[src/rtl/count_monitor_pkg.sv]
// count_monitor_pkg: shared types and widths for the count monitor.
// Holds the monitor state enum and the error/wrap counter widths.
package count_monitor_pkg;

    localparam int ERR_W  = 8;
    localparam int WRAP_W = 16;

    typedef enum logic [1:0] {
        IDLE  = 2'd0,
        SYNC  = 2'd1,
        TRACK = 2'd2,
        FAULT = 2'd3
    } state_t;

endpackage

[src/rtl/sat_counter.sv]
// sat_counter: up-counter with synchronous clear and optional saturation.
// Ports: clock, reset (sync, active-low), clear, increment, value.
module sat_counter #(
    parameter int Width    = 8,
    parameter bit Saturate = 1'b1
) (
    input  logic             clock,
    input  logic             reset,
    input  logic             clear,
    input  logic             increment,
    output logic [Width-1:0] value
);

    logic at_max;

    assign at_max = &value;

    always_ff @(posedge clock) begin
        if (!reset) begin
            value <= '0;
        end else if (clear) begin
            value <= '0;
        end else if (increment && !(Saturate && at_max)) begin
            value <= value + Width'(1);
        end
    end

endmodule

[src/rtl/count_monitor.sv]
// count_monitor: watches a free-running up-counter, locks onto its sequence,
// reports skips and faults after too many skips since the last lock.
// Ports: clock, reset (sync, active-low), count, enable, clear_fault,
//        locked, mismatch, fault, error_count, wrap_count.
// Option: COUNT_MONITOR_WRAP_STATS_EN enables the wrap_count register;
//         otherwise wrap_count is tied to zero.
module count_monitor
    import count_monitor_pkg::*;
#(
    parameter int Size      = 5,
    parameter int MaxErrors = 3
) (
    input  logic              clock,
    input  logic              reset,
    input  logic [Size-1:0]   count,
    input  logic              enable,
    input  logic              clear_fault,
    output logic              locked,
    output logic              mismatch,
    output logic              fault,
    output logic [ERR_W-1:0]  error_count,
    output logic [WRAP_W-1:0] wrap_count
);

    localparam logic [ERR_W-1:0] LIMIT_M1 = ERR_W'(MaxErrors - 1);

    state_t            state;
    state_t            next_state;
    logic [Size-1:0]   expected;
    logic              primed;
    logic [ERR_W-1:0]  since_lock;
    logic              in_seq;
    logic              sampling;
    logic              miss;
    logic              since_clr;
    logic              limit_hit;

    assign in_seq    = (count == expected);
    // the current miss is the one that brings the since-lock tally to MaxErrors
    assign limit_hit = (since_lock >= LIMIT_M1);

    always_comb begin
        next_state = state;
        sampling   = 1'b0;
        miss       = 1'b0;
        since_clr  = 1'b0;
        unique case (state)
            IDLE: begin
                if (enable) begin
                    next_state = SYNC;
                    since_clr  = 1'b1;
                end
            end
            SYNC: begin
                if (!enable) begin
                    next_state = IDLE;
                end else begin
                    sampling = 1'b1;
                    // primed: a SYNC sample was already taken last cycle
                    if (primed && in_seq) begin
                        next_state = TRACK;
                    end
                end
            end
            TRACK: begin
                if (!enable) begin
                    next_state = IDLE;
                end else begin
                    sampling = 1'b1;
                    if (!in_seq) begin
                        miss = 1'b1;
                        if (limit_hit) begin
                            next_state = FAULT;
                        end
                    end
                end
            end
            FAULT: begin
                if (clear_fault) begin
                    if (enable) begin
                        next_state = SYNC;
                        since_clr  = 1'b1;
                    end else begin
                        next_state = IDLE;
                    end
                end
            end
            default: begin
                next_state = IDLE;
            end
        endcase
    end

    always_ff @(posedge clock) begin
        if (!reset) begin
            state    <= IDLE;
            primed   <= 1'b0;
            expected <= '0;
            locked   <= 1'b0;
            fault    <= 1'b0;
            mismatch <= 1'b0;
        end else begin
            state    <= next_state;
            primed   <= (state == SYNC);
            if (sampling) begin
                // reload from the sample so a single skip costs one miss
                expected <= count + Size'(1);
            end
            locked   <= (next_state == TRACK);
            fault    <= (next_state == FAULT);
            mismatch <= miss;
        end
    end

    sat_counter #(
        .Width    (ERR_W),
        .Saturate (1'b1)
    ) u_err_ctr (
        .clock     (clock),
        .reset     (reset),
        .clear     (1'b0),
        .increment (miss),
        .value     (error_count)
    );

    sat_counter #(
        .Width    (ERR_W),
        .Saturate (1'b1)
    ) u_since_ctr (
        .clock     (clock),
        .reset     (reset),
        .clear     (since_clr),
        .increment (miss),
        .value     (since_lock)
    );

`ifdef COUNT_MONITOR_WRAP_STATS_EN
    logic wrap_hit;

    assign wrap_hit = (state == TRACK) && enable && in_seq
                      && (count == '0);

    always_ff @(posedge clock) begin
        if (!reset) begin
            wrap_count <= '0;
        end else if (wrap_hit) begin
            wrap_count <= wrap_count + WRAP_W'(1);
        end
    end
`else
    assign wrap_count = '0;
`endif

endmodule

[config.mk]
export PLATFORM = sky130hd
export DESIGN_NAME = count_monitor
export DESIGN_NICKNAME = d
export VERILOG_FILES = /design/src/rtl/count_monitor_pkg.sv /design/src/rtl/sat_counter.sv /design/src/rtl/count_monitor.sv
export SDC_FILE = /design/constraint.sdc
export NUM_CORES = 1
export LEC_CHECK = 0
export ABC_AREA = 1
export BUFFER_PORTS_ARGS = -buffer_cell sky130_fd_sc_hd__buf_2
export CORE_ASPECT_RATIO = 0.6
export CORE_MARGIN = 3
export CORE_UTILIZATION = 35
export DETAILED_ROUTE_END_ITERATION = 7
export PLACE_DENSITY = 0.55
export SYNTH_ARGS = -nofsm -noshare
export SYNTH_HDL_FRONTEND = slang
export SYNTH_HIERARCHICAL = 1
export SYNTH_SLANG_ARGS = --single-unit
[constraint.sdc]
create_clock -name clock -period 1.9 [get_ports clock]
set_clock_uncertainty 0.1 [all_clocks]
set_input_delay 0.57 -clock clock [delete_from_list [all_inputs] [get_ports clock]]
set_output_delay 0.57 -clock clock [all_outputs]
set_load 0.005 [all_outputs]
==> results.sh <==
export IMPL_status="finished clean"
export IMPL_cellPowerDensity_nw_per_um2=511.3
export IMPL_r2r_end="u_err_ctr/value[4]$_SDFFE_PP0P_"
export IMPL_ant_nets=0
export IMPL_post_synth_top_area_fraction=0.2853
export IMPL_insertedDiodeCount=0
export IMPL_cts_root_buf="sky130_fd_sc_hd__clkbuf_8"
export IMPL_timing_critical_path_max_delay_family="simple AND/OR/NAND/NOR gates"
export IMPL_number_of_synthesized_flops_with_an_enable_pin=0
export IMPL_final_total_pwr_mw=1.123
export IMPL_max_cap_viol_count=0
export IMPL_initial_utilization=0.3693
export IMPL_synth_xor_area_frac=0.01387
export IMPL_cts_made_buffers=3
export IMPL_report_final_hold_viol_count=0
export IMPL_ys_async_sr_fraction=0
export IMPL_final_fill_count=544
export IMPL_cts_sink_cnt=27
export IMPL_post_route_min_period_ns=1.750
export IMPL_internal_power_mw=0.8063
export IMPL_total_leakage_power_nw=1.103
export IMPL_post_drt_wl_per_cell_um=10.47
export IMPL_clock_tree_buffer_depth=2
export IMPL_maximum_number_of_pins_on_one_net_before_global_route_repair=17
export IMPL_fin_cells=389
export IMPL_grt_setup_unrepaired="true"
export IMPL_fp_dieArea_um2=6360
export IMPL_placement_io_buffers=19
export IMPL_clk_latency_ns=0.28
export IMPL_total_switching_power_mw=0.3164
export IMPL_routed_wl_met3_um=287
export IMPL_layout_cells_most_common_list="61 x sky130_fd_sc_hd__nand2_1, 40 x sky130_fd_sc_hd__inv_1, 29 x sky130_fd_sc_hd__nand3_1"
export IMPL_grt_first_pass_wirelength_um=7182
export IMPL_crit_reg2reg_launch="state[1]$_SDFF_PN0_"
export IMPL_rr_worst_depth=10
export IMPL_dpl_hpwl_um=3294
export IMPL_number_of_levels_in_the_clock_h_tree=1
export IMPL_post_route_cell_area_um2=2196
export IMPL_ff2ff_setup_slack_ns=0.15
export IMPL_drive_gt1_frac=0.2322
export IMPL_chip_width_um=101.0
export IMPL_synth_area_top_cells="sky130_fd_sc_hd__dfxtp_1 29%, sky130_fd_sc_hd__nand2_1 12%, sky130_fd_sc_hd__inv_1 7.9%"
export IMPL_tritoncts="yes"
export IMPL_vdd_drop_max_v=0.0002686
export IMPL_place_area_um2=2136
export IMPL_yosys_warnings=6
export IMPL_yosys_area_top_type="sky130_fd_sc_hd__dfxtp_1"
export IMPL_globalplace_congestion=0.8117
export IMPL_vias=1691
export IMPL_worst_path_max_delay_cell="sky130_fd_sc_hd__dfxtp_1"
export IMPL_syn2layout_area_growth_pct=15.92
export IMPL_critical_path_startpoint="state[1]$_SDFF_PN0_"
export IMPL_cts_clk_slew_worst_paths_ns=0.10
export IMPL_syn_cell_area_um2=1894
export IMPL_grt_antenna_before_repair=0
export IMPL_layout_commonest_cell="sky130_fd_sc_hd__nand2_1"
export IMPL_wl_met2_um=1397
export IMPL_critPathArrivalTime_ns=1.83
export IMPL_synth_mux_area_fraction=0
export IMPL_timing_critical_path_to="u_err_ctr/value[4]$_SDFFE_PP0P_"
export IMPL_power_switching_share=0.2818
export IMPL_timing_worst_setup_path_type="reg -> reg"
export IMPL_worst_path_stages=10
export IMPL_post_route_drc_count=0
export IMPL_yosys_area_share_adder=0.05284
export IMPL_crit_fanout=10
export IMPL_timing_final_max_slew_violations=0
export IMPL_critical_path_required_ns=1.99
export IMPL_top_flip_flop_cell_by_instance_count_after_synthesis="sky130_fd_sc_hd__dfxtp_1"
export IMPL_grt_overflow_total=0
export IMPL_maximum_achievable_frequency_ghz=0.5716
export IMPL_dpl_cell_count=385
export IMPL_worst_hold_path_type="reg -> reg"
export IMPL_row_count=20
export IMPL_hold_start="expected[1]$_SDFFE_PN0P_"
export IMPL_critical_path_max_stage_delay_ns=0.41
export IMPL_synth_compound_area_share=0.07067
export IMPL_fraction_of_the_yosys_area_taken_by_sequential_cells=0.2853
export IMPL_die_height_um=62.99
export IMPL_startpoint_type="flip-flop"
export IMPL_number_of_global_route_vias_before_repair=1495
export IMPL_power_share_combinational=0.172
export IMPL_io_pin_count=36
export IMPL_synth_area_per_cell_um2=6.670
export IMPL_grt_use_total=0.1400
export IMPL_coreArea_um2=5130
export IMPL_yosys_area_share_simple=0.4089
export IMPL_timing_final_setup_violations=0
export IMPL_firstDrtPassIters=4
export IMPL_p_clk_frac=0.307
export IMPL_dr_first_iter_drc_count=100
export IMPL_post_route_period_util=0.9208
export IMPL_highest_signal_layer="met4"
export IMPL_largest_family_of_logic_cells_by_synthesized_area="simple AND/OR/NAND/NOR gates"
export IMPL_routed_wire_length_um=4071
export IMPL_final_nets=341
export IMPL_ys_seq_elements=27
export IMPL_sequentialPowerShare=0.522
export IMPL_path_cells="ha_2, nand2_1, nor2_1, buf_4, buf_4, nand3_1, nor2_2, nand3_1, nand2_1, nor2_1"
export IMPL_critical_path_n_buffers_inverters=2
export IMPL_synth_instances=284
export IMPL_m1WireLength_um=2357
export IMPL_timing_critical_path_to_type="flip-flop"
export IMPL_vias_per_cell=4.347
export IMPL_synth_distinct_cells=25
[tightest hold or removal path, stage by stage, from the launching register on]
cell and delay (ns):
sky130_fd_sc_hd__dfxtp_1 0.32, sky130_fd_sc_hd__inv_1 0.07, sky130_fd_sc_hd__a21oi_1 0.06
[per-stage QoR]
| step | util | setup TNS [ns] | setup slack (ns) | hold slack, ns |
|---|---|---|---|---|
| 4_1_cts | 0.4259 | 0 | 0.1105 | 0.3858 |
| 6_report | 0.4280 | 0 | 0.1504 | 0.3801 |
| 3_3_place_gp | 0.4163 | -0.7351 | -0.1391 | 0.3559 |
| 2_1_floorplan | - | 0 | 0.09767 | 0.3431 |
| 3_5_place_dp | 0.4163 | -1.218 | -0.1786 | 0.3709 |
| 5_1_grt | 0.4280 | -0.01794 | -0.01517 | 0.4251 |
[layer usage]
metal / vias to the layer above / global-route usage
li1: 934 / -
met1: 707 / 0.2307
met2: 48 / 0.1762
met3: 2 / 0.03567
met4: 0 / 0.02488
met5: - / 0
[cell type report]
cell class / count / area, um^2 / area share
Inverter: 47 / 176.4 / 0.08034
Timing Repair Buffer: 38 / 237.7 / 0.1083
Tap cell: 66 / 82.58 / 0.03761
Clock inverter: 1 / 7.507 / 0.003419
Clock buffer: 3 / 41.29 / 0.01880
Multi-Input combinational cell: 207 / 1109 / 0.5048
Sequential cell: 27 / 541.8 / 0.2467
[sequential cells by signal, indices dropped and copies added, names as in the netlist]
register,flops
primed,1
u_since_ctr/value,8
mismatch,1
expected,5
state,2
fault,1
locked,1
u_err_ctr/value,8
[cell usage after synthesis, types with 6 or more instances]
master / n
sky130_fd_sc_hd__nand3_1: 29
sky130_fd_sc_hd__ha_1: 8
sky130_fd_sc_hd__o21ai_0: 6
sky130_fd_sc_hd__a21oi_1: 19
sky130_fd_sc_hd__nand2_1: 62
sky130_fd_sc_hd__nand2_2: 7
sky130_fd_sc_hd__buf_4: 18
sky130_fd_sc_hd__inv_1: 40
sky130_fd_sc_hd__dfxtp_1: 27
sky130_fd_sc_hd__nor2_1: 29
sky130_fd_sc_hd__nor2_4: 7
sky130_fd_sc_hd__nand4_1: 8
[kinds of logic after synthesis]
kind of cell | Yosys count
compound gates | 26
xor+xnor | 3
fa+ha+maj | 8
buf+inv | 66
flops | 27
other cells | 1
simple gates | 153
[worst min-delay path by stage]
| stage | cells after the start | end |
|---|---|---|
| finish | 2 | expected[1]$_SDFFE_PN0P_ |
| global route | 2 | expected[1]$_SDFFE_PN0P_ |
| detailed placement | 2 | expected[1]$_SDFFE_PN0P_ |
| global placement | 2 | expected[1]$_SDFFE_PN0P_ |
| CTS | 2 | expected[1]$_SDFFE_PN0P_ |
| floorplan | 2 | expected[1]$_SDFFE_PN0P_ |
[timing repair]
action                                  4_1_cts  5_1_grt
endpoints found under the setup margin        0        5
buffers inserted                              0        0
gates resized for setup                       0        5
hold buffers                                  0        0
[power groups by stage]
stage	registers, mW	logic, mW	clock network [mW]
after floorplan	0.598	0.142	0
after global placement	0.599	0.191	0
after detailed placement	0.598	0.192	0
after CTS	0.585	0.192	0.363
after global routing	0.588	0.223	0.388
final	0.586	0.193	0.344
Note: power is estimated with default switching activity, not from simulation.
